File: config.mk
export PLATFORM = sky130hd
export DESIGN_NAME = adc_idly_cal
export DESIGN_NICKNAME = d
export VERILOG_FILES = /design/src/rtl/adc_idly_cal.sv
export SDC_FILE = /design/constraint.sdc
export NUM_CORES = 1
export LEC_CHECK = 0
export ABC_AREA = 1
export ABC_CLOCK_PERIOD_IN_PS = 3150
export BUFFER_PORTS_ARGS = -buffer_cell sky130_fd_sc_hd__buf_2
export CELL_PAD_IN_SITES_DETAIL_PLACEMENT = 1
export CELL_PAD_IN_SITES_GLOBAL_PLACEMENT = 1
export CORE_ASPECT_RATIO = 1.25
export CORE_UTILIZATION = 40
export CTS_BUF_LIST = sky130_fd_sc_hd__clkbuf_4 sky130_fd_sc_hd__clkbuf_8
export DETAILED_ROUTE_END_ITERATION = 6
export PLACE_DENSITY = 0.87
export SETUP_SLACK_MARGIN = 0.15
export SLEW_MARGIN = 5
export SYNTH_ARGS = -nofsm -noshare
export SYNTH_HDL_FRONTEND = slang
export SYNTH_SLANG_ARGS = --single-unit
File: constraint.sdc
create_clock -name clk_i -period 3.15 [get_ports clk_i]
set_input_delay 0.1575 -clock clk_i [delete_from_list [all_inputs] [get_ports clk_i]]
set_output_delay 0.1575 -clock clk_i [all_outputs]
set_load 0.05 [all_outputs]
File: src/rtl/adc_idly_cal.sv
`default_nettype none
// ============================================================================
//  Module      : adc_idly_cal
//  Description : Per-channel IDELAY calibration sequencer. Sweeps all 32 taps
//                of each selected channel, scores every tap against a fixed
//                training pattern, finds the longest passing window and
//                re-programs the delay line to the window centre.
//  Revision    : 1.0 - initial release
// ============================================================================
module adc_idly_cal #(
    parameter int              NCH    = 2,
    parameter int              NBIT   = 7,
    parameter int              DW     = 14,
    parameter logic [DW-1:0]   PAT    = 14'h2AAA,
    parameter int              SETTLE = 16,
    parameter int              NSAMP  = 256,
    parameter int              MINWIN = 4
) (
    input  logic                 clk_i,
    input  logic                 pll_ff_rst,
    input  logic                 start_i,
    input  logic [NCH-1:0]       chan_mask_i,
    input  logic [NCH*DW-1:0]    adc_dat_i,
    input  logic [NCH-1:0]       adc_vld_i,
    input  logic [NCH*5-1:0]     idly_cnt_i,
    output logic [NCH*NBIT-1:0]  idly_rst_o,
    output logic [NCH*NBIT-1:0]  idly_ce_o,
    output logic [NCH*NBIT-1:0]  idly_inc_o,
    output logic                 busy_o,
    output logic                 done_o,
    output logic [NCH-1:0]       err_o,
    output logic [NCH*5-1:0]     tap_o,
    output logic [NCH*6-1:0]     win_o
);

    localparam int CW = (NCH > 1) ? $clog2(NCH) : 1;
    localparam int SW = $clog2(NSAMP) + 1;
    localparam int TW = $clog2(SETTLE) + 1;

    typedef enum logic [3:0] {
        S_IDLE   = 4'd0,
        S_RST    = 4'd1,
        S_SETTLE = 4'd2,
        S_CHECK  = 4'd3,
        S_EVAL   = 4'd4,
        S_CALC   = 4'd5,
        S_RST2   = 4'd6,
        S_MOVE   = 4'd7,
        S_MWAIT  = 4'd8,
        S_VERIFY = 4'd9
    } state_t;

    state_t            r_state;
    state_t            w_state_nxt;

    logic [NCH-1:0]    r_mask;
    logic [CW-1:0]     r_ch;
    logic [4:0]        r_tap;
    logic [4:0]        r_step;
    logic [4:0]        r_centre;
    logic [4:0]        r_cur_start;
    logic [5:0]        r_cur_len;
    logic [4:0]        r_best_start;
    logic [5:0]        r_best_len;
    logic [SW-1:0]     r_scnt;
    logic [TW-1:0]     r_tcnt;
    logic              r_fail;

    logic [DW-1:0]     w_dat;
    logic              w_vld;
    logic [4:0]        w_cnt;
    logic [5:0]        w_new_len;
    logic              w_nxt_found;
    logic [CW-1:0]     w_nxt_ch;
    logic [CW-1:0]     w_first_ch;
    logic              w_settled;

    assign w_dat     = adc_dat_i[r_ch*DW +: DW];
    assign w_vld     = adc_vld_i[r_ch];
    assign w_cnt     = idly_cnt_i[r_ch*5 +: 5];
    assign w_new_len = r_cur_len + 6'd1;
    assign w_settled = (r_tcnt == TW'(SETTLE - 1));

    // Lowest masked channel above the current one, and lowest channel of a new mask
    always_comb begin
        w_nxt_found = 1'b0;
        w_nxt_ch    = '0;
        w_first_ch  = '0;
        for (int i = NCH - 1; i >= 0; i--) begin
            if (r_mask[i] && (i > int'(r_ch))) begin
                w_nxt_found = 1'b1;
                w_nxt_ch    = CW'(i);
            end
            if (chan_mask_i[i]) begin
                w_first_ch = CW'(i);
            end
        end
    end

    // State register
    always_ff @(posedge clk_i or negedge pll_ff_rst) begin
        if (!pll_ff_rst) begin
            r_state <= S_IDLE;
        end else begin
            r_state <= w_state_nxt;
        end
    end

    // Next-state decode
    always_comb begin
        w_state_nxt = r_state;
        case (r_state)
            S_IDLE:   if (start_i && (chan_mask_i != '0)) w_state_nxt = S_RST;
            S_RST:    w_state_nxt = S_SETTLE;
            S_SETTLE: if (w_settled) w_state_nxt = S_CHECK;
            S_CHECK:  if (w_vld && (r_scnt == SW'(NSAMP - 1))) w_state_nxt = S_EVAL;
            S_EVAL:   w_state_nxt = (r_tap == 5'd31) ? S_CALC : S_SETTLE;
            S_CALC:   w_state_nxt = S_RST2;
            S_RST2:   w_state_nxt = S_MOVE;
            S_MOVE:   w_state_nxt = S_MWAIT;
            S_MWAIT:  if (w_settled) w_state_nxt = (r_step == r_centre) ? S_VERIFY : S_MOVE;
            S_VERIFY: w_state_nxt = w_nxt_found ? S_RST : S_IDLE;
            default:  w_state_nxt = S_IDLE;
        endcase
    end

    // Datapath: counters, window trackers, registered strobes and results
    always_ff @(posedge clk_i or negedge pll_ff_rst) begin
        if (!pll_ff_rst) begin
            r_mask       <= '0;
            r_ch         <= '0;
            r_tap        <= '0;
            r_step       <= '0;
            r_centre     <= '0;
            r_cur_start  <= '0;
            r_cur_len    <= '0;
            r_best_start <= '0;
            r_best_len   <= '0;
            r_scnt       <= '0;
            r_tcnt       <= '0;
            r_fail       <= 1'b0;
            idly_rst_o   <= '0;
            idly_ce_o    <= '0;
            idly_inc_o   <= '0;
            busy_o       <= 1'b0;
            done_o       <= 1'b0;
            err_o        <= '0;
            tap_o        <= '0;
            win_o        <= '0;
        end else begin
            idly_rst_o <= '0;
            idly_ce_o  <= '0;
            idly_inc_o <= '0;
            done_o     <= 1'b0;

            // Wait counter runs only while dwelling in a settle state
            if (((r_state == S_SETTLE) || (r_state == S_MWAIT)) && (w_state_nxt == r_state)) begin
                r_tcnt <= r_tcnt + TW'(1);
            end else begin
                r_tcnt <= '0;
            end

            // Valid-sample counter for the current tap
            if (r_state == S_CHECK) begin
                if (w_vld) begin
                    r_scnt <= r_scnt + SW'(1);
                end
            end else begin
                r_scnt <= '0;
            end

            case (r_state)
                S_IDLE: begin
                    if (start_i) begin
                        if (chan_mask_i != '0) begin
                            r_mask <= chan_mask_i;
                            r_ch   <= w_first_ch;
                            busy_o <= 1'b1;
                            for (int i = 0; i < NCH; i++) begin
                                if (chan_mask_i[i]) begin
                                    err_o[i]       <= 1'b0;
                                    tap_o[i*5 +: 5] <= '0;
                                    win_o[i*6 +: 6] <= '0;
                                end
                            end
                        end else begin
                            done_o <= 1'b1;
                        end
                    end
                end
                S_RST: begin
                    idly_rst_o[r_ch*NBIT +: NBIT] <= '1;
                    r_tap        <= '0;
                    r_cur_start  <= '0;
                    r_cur_len    <= '0;
                    r_best_start <= '0;
                    r_best_len   <= '0;
                end
                S_SETTLE: begin
                    r_fail <= 1'b0;
                end
                S_CHECK: begin
                    if (w_vld && (w_dat != PAT)) begin
                        r_fail <= 1'b1;
                    end
                end
                S_EVAL: begin
                    if (!r_fail) begin
                        if (r_cur_len == 6'd0) begin
                            r_cur_start <= r_tap;
                        end
                        r_cur_len <= w_new_len;
                        // Strictly greater keeps the earliest of equal windows
                        if (w_new_len > r_best_len) begin
                            r_best_start <= (r_cur_len == 6'd0) ? r_tap : r_cur_start;
                            r_best_len   <= w_new_len;
                        end
                    end else begin
                        r_cur_len <= '0;
                    end
                    if (r_tap != 5'd31) begin
                        idly_ce_o[r_ch*NBIT +: NBIT]  <= '1;
                        idly_inc_o[r_ch*NBIT +: NBIT] <= '1;
                        r_tap <= r_tap + 5'd1;
                    end
                end
                S_CALC: begin
                    if (r_best_len < 6'(MINWIN)) begin
                        err_o[r_ch] <= 1'b1;
                        r_centre    <= '0;
                    end else begin
                        r_centre <= r_best_start + r_best_len[5:1];
                    end
                    win_o[r_ch*6 +: 6] <= r_best_len;
                end
                S_RST2: begin
                    idly_rst_o[r_ch*NBIT +: NBIT] <= '1;
                    r_step <= '0;
                end
                S_MOVE: begin
                    if (r_step < r_centre) begin
                        idly_ce_o[r_ch*NBIT +: NBIT]  <= '1;
                        idly_inc_o[r_ch*NBIT +: NBIT] <= '1;
                        r_step <= r_step + 5'd1;
                    end
                end
                S_VERIFY: begin
                    if (w_cnt != r_centre) begin
                        err_o[r_ch] <= 1'b1;
                    end
                    tap_o[r_ch*5 +: 5] <= r_centre;
                    if (w_nxt_found) begin
                        r_ch <= w_nxt_ch;
                    end else begin
                        busy_o <= 1'b0;
                        done_o <= 1'b1;
                    end
                end
                default: begin
                end
            endcase
        end
    end

endmodule
`default_nettype wire
==> qor.csv, run 1 <==
metric;value;unit
outcome;finished, final reports clean;
Synth cell types;38;
XOR/XNOR Fraction of Synth Area;0.0244;
final cell count without fillers;857;
most frequent cells in the layout;117 x nand2_1, 111 x buf_2, 88 x dfrtp_1, 79 x inv_1, 52 x o21ai_0;
core area;0.0122;mm2
DP HPWL;10400;um
clock root buffer;clkbuf_8;
post-DR vias/cell;5.16;
Adder-Cell Fraction of Synth Area;0.0638;
fraction of layout cells with a size suffix above 1;0.232;
Die Area;0.0130;mm2
VDD IR-drop max;0.221;mV
CTS Buf Count;9;
largest net degree at the start of global routing;47;
Clock Sinks;88;
CP top delay family;simple AND/OR/NAND/NOR gates;
PwrDens;632;mW/mm2
Fmax achieved;378;MHz
largest family of logic cells by synthesized area;simple AND/OR/NAND/NOR gates;
count of pins over their slew limit;0;
synthesized cell area;0.00502;mm2
share of synthesized registers carrying an async set or reset;1.00;
Slew Limit Headroom;0.402;
DR iter-0 viols;154;
mux cell area share after synthesis;0;
worst hold path class;in2reg;
CP Launch Type;flop;
crit path max fanout;12;
Final #Nets;758;
Syn Nets;677;
post-synthesis register bit count;88;
Slew @ Worst Pin;0.892;ns
post-CTS setup buffers;0;
number of H-tree levels;3;
Buf/Inv on CP;1;
FP Rows;45;
Final min period;2.64;ns
Routed Wire Length;13500;um
EDFF count, synth;0;
top_reg_cell synth;dfrtp_1;
clock-pin transition on the worst setup and hold timing paths;0.09;ns
compound-gate portion of the synthesized area;0.124;
initial antenna violation count;0;
GP Congestion;0.820;
Max-Cap Viols;0;
placed cell areas;0.00546;mm2
Die H;127;um
max incr delay on CP;0.49;ns
CP Data Required Time;3.40;ns
Die Width;102;um
synthesized area per cell;8.27;um2
CTS tree;yes;
Routed Antenna Nets;0;
Initial Utilization;0.413;
Syn. warnings;0;
CP Capture Type;flop;
clk buf depth;2;
clk_lat worst skew;0.37;ns
setup tns final;0;ns
Finished Cell Area;0.00570;mm2
filler instances;1554;
# diodes;0;
sequential area share after synthesis;0.439;
most common cell after layout, fill and taps aside;nand2_1;
vias in the first global route;4661;
post-layout util;0.469;
First-pass DRT Iterations;4;
crit-path cells;ha_1 -> nand3_1 -> xor2_1 -> inv_1 -> ha_1 -> nand2_1 -> or2_2 -> nand3_1 -> nand2_4 -> nand2_4 -> o22ai_2;
pre-CTS setup slack;0.578;ns
global route overflow;0;
Post-Synth Simple-Gate Area;0.218;
Post-Place Cells;840;
GRT Total Usage;0.221;
area grow syn2layout;13.6;%
DR vias;4419;
CP max-delay cell;dfrtp_1;
final worst-path cycle share;0.839;
Setup CP Type;reg2reg;
fin worst setup slack;0.507;ns
first-pass GRT wire length;22300;um
skew final;0.00865;ns
r2r setup slk;0.51;ns
Mapped Cells;607;
DRC viols;0;
P_leak;3.10;nW
io pins;113;
Wirelength per Cell;15.8;um
final number of setup-violating endpoints;0;
post-cts resize count;0;
final hold vios;0;
Port Buffer Count;112;
RSZ-0062 raised after global routing;no;
Arr. time, crit path;2.89;ns
state kept, by name (all words and copies together), names as in the netlist, 4 cells and up:
register and cells:
win_o 12, tap_o 10, r_scnt 9, r_best_len 6, r_cur_len 6, r_best_start 5
r_centre 5, r_cur_start 5, r_step 5, r_tap 5, r_tcnt 5, r_state 4
cells by family (layout without fill, tap and decap cells):
kind of cell,count (synthesis),after routing
and+or+nand+nor,247,247
DFF,88,88
adders and majority gates,25,25
AOI/OAI and AO/OA,106,106
buffers and inverters,127,213
xor gates and xnor gates,14,14
metal layers:
metal / track usage / share of wire
met5: 0 / 0
met3: 0.0367 / 0.045
met2: 0.405 / 0.52
met4: 0.0866 / 0.021
met1: 0.251 / 0.42
layout make-up:
| class | instances | area (um2) | area share |
|---|---|---|---|
| Clock buffer | 12 | 159 | 0.0279 |
| Tap cell | 164 | 205 | 0.0360 |
| Sequential cell | 88 | 2200 | 0.386 |
| Timing Repair Buffer | 116 | 596 | 0.104 |
| Clock inverter | 4 | 76.3 | 0.0134 |
| Inverter | 81 | 304 | 0.0533 |
| Multi-Input combinational cell | 392 | 2160 | 0.379 |
path summary, 6_finish.rpt:
kind                            endpoint         start  depth (start not counted)
setup reg to reg           r_best_len[3]  r_cur_len[0]                         11
max in group asynchronous      r_tcnt[4]    pll_ff_rst                          3
setup / recovery           r_best_len[3]  r_cur_len[0]                         11
min in group asynchronous      r_scnt[5]    pll_ff_rst                          2
hold / removal                    done_o       start_i                          2
hold reg to reg                r_scnt[7]     r_scnt[7]                          1
worst register-to-register path: stages (launching register included):
cell	delay, ns
dfrtp_1	0.49
ha_1	0.27
nand3_1	0.10
xor2_1	0.30
inv_1	0.10
ha_1	0.29
nand2_1	0.08
or2_2	0.32
nand3_1	0.12
nand2_4	0.14
nand2_4	0.20
o22ai_2	0.10
cell usage after synthesis (all sizes together), types with 2 or more instances:
| cell type | instances | share of area |
|---|---|---|
| o31ai | 2 | 0.0030 |
| xor2 | 11 | 0.019 |
| nand2 | 125 | 0.099 |
| or2 | 4 | 0.0050 |
| nand3 | 44 | 0.044 |
| inv | 81 | 0.061 |
| nor3 | 8 | 0.0090 |
| buf | 45 | 0.069 |
| a21oi | 24 | 0.025 |
| o22ai | 22 | 0.035 |
| dfrtp | 88 | 0.44 |
| nand4 | 6 | 0.0075 |
| xnor2 | 3 | 0.0052 |
| o21ai | 53 | 0.053 |
| nor2 | 58 | 0.051 |
| ha | 24 | 0.060 |
stage by stage:
step	hold slack, ns	power, W
3_3_place_gp	0.194	0.00266
4_1_cts	0.0530	0.00363
2_1_floorplan	-0.138	0.00240
5_1_grt	0.0654	0.00378
3_5_place_dp	0.206	0.00271
6_report	0.0512	0.00360
timing repair:
item                                   4_1_cts  5_1_grt
setup endpoints to repair                    0        0
hold buffers                                 1        0
endpoints found under the hold margin       44        0
power by group:
group          total [W]  internal, W  leakage (nW)  switching, W
Combinational    0.00130     0.000298          1.78       0.00101
Sequential       0.00138      0.00127          1.20      0.000114
Clock           0.000915     0.000501         0.116      0.000415
Total            0.00360      0.00207          3.10       0.00154
Power figures use the tool's default switching activity.
==> inputs of run 2 (changes only) <==
--- a/config.mk
+++ b/config.mk
@@ -5,8 +5,8 @@
 export SDC_FILE = /design/constraint.sdc
 export NUM_CORES = 1
 export LEC_CHECK = 0
-export ABC_AREA = 1
-export ABC_CLOCK_PERIOD_IN_PS = 3150
+export ABC_AREA = 0
+export ABC_CLOCK_PERIOD_IN_PS = 2700
 export BUFFER_PORTS_ARGS = -buffer_cell sky130_fd_sc_hd__buf_2
 export CELL_PAD_IN_SITES_DETAIL_PLACEMENT = 1
 export CELL_PAD_IN_SITES_GLOBAL_PLACEMENT = 1
@@ -14,7 +14,7 @@
 export CORE_UTILIZATION = 40
 export CTS_BUF_LIST = sky130_fd_sc_hd__clkbuf_4 sky130_fd_sc_hd__clkbuf_8
 export DETAILED_ROUTE_END_ITERATION = 6
-export PLACE_DENSITY = 0.87
+export PLACE_DENSITY = 0.84
 export SETUP_SLACK_MARGIN = 0.15
 export SLEW_MARGIN = 5
 export SYNTH_ARGS = -nofsm -noshare
==> constraint.sdc (replaced) <==
create_clock -name clk_i -period 2.7 [get_ports clk_i]
set_input_delay 0.135 -clock clk_i [delete_from_list [all_inputs] [get_ports clk_i]]
set_output_delay 0.135 -clock clk_i [all_outputs]
set_load 0.05 [all_outputs]
==> qor.csv, run 2 <==
metric;value;unit
DR vias;4085;
share of the synthesized area in the top cell type;0.441;
top cells by count, synth;88 x dfrtp_1, 39 x nand2_1, 38 x buf_4, 33 x nor2_1, 26 x inv_1;
final cell count without fillers;742;
Post-Place Cells;720;
Syn. warnings;0;
biggest regs;win_o x12, tap_o x10, r_scnt x9;
max FFs per register;12;
Arr. time, crit path;2.74;ns
most numerous cell in the Yosys netlist;dfrtp_1;
Adder-Cell Fraction of Synth Area;0.0641;
core area;0.0122;mm2
most frequent cells in the layout;111 x buf_2, 87 x dfrtp_1, 39 x nand2_1, 33 x nor2_1, 26 x inv_1;
Final min period;2.45;ns
Die H;127;um
skew final;0.0127;ns
worst r2r src;r_cur_len[0];
compound-gate portion of the synthesized area;0.158;
Buf/Inv on CP;3;
First-pass DRT Iterations;4;
Critical Path Start;r_cur_len[0];
CP Launch Type;flop;
io pins;113;
first-pass GRT wire length;21400;um
CP Capture Type;flop;
vias in the first global route;4349;
Setup CP Type;reg2reg;
CP Data Required Time;2.99;ns
Final #Nets;644;
Die Width;102;um
Post-Synth Simple-Gate Area;0.160;
final number of setup-violating endpoints;0;
Synth area leader;dfrtp_1;
placed cell areas;0.00547;mm2
Clock Sinks;88;
GRT Total Usage;0.215;
Most flops, register;win_o;
clock root buffer;clkbuf_8;
Slew @ Worst Pin;1.12;ns
Fmax achieved;408;MHz
pre-CTS setup slack;-0.0156;ns
fin worst setup slack;0.249;ns
share of synthesized registers carrying an async set or reset;1.00;
sequential area share after synthesis;0.441;
worst hold path class;in2async;
P_leak;2.96;nW
mux cell area share after synthesis;0.0456;
RSZ-0062 raised after global routing;no;
CP max-delay cell;dfrtp_2;
Initial Utilization;0.411;
final worst-path cycle share;0.908;
area grow syn2layout;15.4;%
worst r2r dst;r_best_start[2];
Routed Wire Length;13700;um
largest family of logic cells by synthesized area;simple AND/OR/NAND/NOR gates;
worst hold slack;-0.0178;ns
clock-pin transition on the worst setup and hold timing paths;0.08;ns
Wirelength per Cell;18.5;um
reg2reg path depth;11;
clk buf depth;2;
top_reg_cell synth;dfrtp_1;
count of pins over their slew limit;0;
CP top delay family;simple AND/OR/NAND/NOR gates;
Synth cell types;60;
Mapped Cells;487;
EDFF count, synth;0;
Port Buffer Count;112;
initial antenna violation count;0;
post-synthesis register bit count;88;
largest net degree at the start of global routing;89;
Finished Cell Area;0.00577;mm2
outcome;finished with violations;
fraction of layout cells with a size suffix above 1;0.270;
Die Area;0.0129;mm2
synthesized area per cell;10.3;um2
r2r setup slk;0.25;ns
DRC viols;0;
global route overflow;0;
crit path max fanout;7;
CTS tree;yes;
DR iter-0 viols;110;
Max-Cap Viols;0;
GP Congestion;0.805;
failing checks;hold timing;
filler instances;1406;
most common cell after layout, fill and taps aside;buf_2;
number of H-tree levels;3;
clk_lat worst skew;0.37;ns
crit-path cells;and3_1 -> nand3_1 -> xor2_2 -> inv_1 -> ha_1 -> nand3_1 -> or2_2 -> o311ai_4 -> buf_6 -> buf_6 -> mux2i_1;
post-DR vias/cell;5.51;
Syn Nets;557;
FP Rows;45;
Routed Antenna Nets;0;
XOR/XNOR Fraction of Synth Area;0.0403;
# diodes;0;
CTS Buf Count;9;
Tot Pwr;0.00336;W
PwrDens;583;mW/mm2
DP HPWL;10100;um
synthesized cell area;0.00500;mm2
final hold vios;26;
Slew Limit Headroom;0.255;
VDD IR-drop max;0.234;mV
max incr delay on CP;0.47;ns
top cells by area in the synthesized netlist;dfrtp_1 44%, ha_1 6.0%, buf_4 5.7%, a22o_1 4.4%, mux2i_1 3.8%;
[run 2: cell families (layout without fill, tap and decap cells)]
| logic type | after synthesis | count (layout) |
|---|---|---|
| and+or+nand+nor | 144 | 144 |
| AOI/OAI and AO/OA | 107 | 107 |
| DFF | 88 | 88 |
| buffers and inverters | 78 | 169 |
| adders and majority gates | 25 | 25 |
| xor gates and xnor gates | 23 | 23 |
| muxes | 22 | 22 |
[run 2: area by class of cell]
type,count,area [um2],share of cell area
multi-input cells,321,2370,0.411
clock inverters,5,58.8,0.0102
well taps,164,205,0.0356
flip-flops and latches,88,2200,0.382
inverters,26,97.6,0.0169
repair buffers,128,703,0.122
clock buffers,10,131,0.0228
[run 2: worst max-delay path by stage]
stage                       to  cells after the start
2_1_floorplan    r_best_len[2]                     10
4_1_cts          r_best_len[1]                      9
6_report       r_best_start[2]                     11
5_1_grt        r_best_start[3]                     11
3_3_place_gp     r_best_len[1]                      9
3_5_place_dp   r_best_start[4]                     10
[run 2: stage by stage]
step | TNS (ns) | hold WS (ns) | util
5_1_grt | 0 | 0.0807 | 0.474
3_3_place_gp | 0 | 0.365 | 0.450
4_1_cts | 0 | 0.0196 | 0.469
2_1_floorplan | 0 | -0.161 | -
3_5_place_dp | -0.0160 | 0.382 | 0.450
6_report | 0 | -0.0178 | 0.474
[run 2: repair_timing]
item / in CTS / in global routing
gates resized for setup: 3 / 7
endpoints found under the setup margin: 7 / 12
hold buffers: 2 / 0
setup buffers: 1 / 4
endpoints found under the hold margin: 1 / 0
pin swaps: 1 / 1
[run 2: layer usage]
layer	GRT usage	vias up	wire length (um)
met5	0	-	0
met4	0.107	0	489
met3	0.0353	32	530
met2	0.401	115	7490
met1	0.227	2062	5210
li1	-	1876	-
[run 2: power breakdown]
group	internal, W	total (W)	switching [W]
Combinational	0.000291	0.000895	0.000603
Clock	0.000433	0.000911	0.000478
Sequential	0.00139	0.00155	0.000161
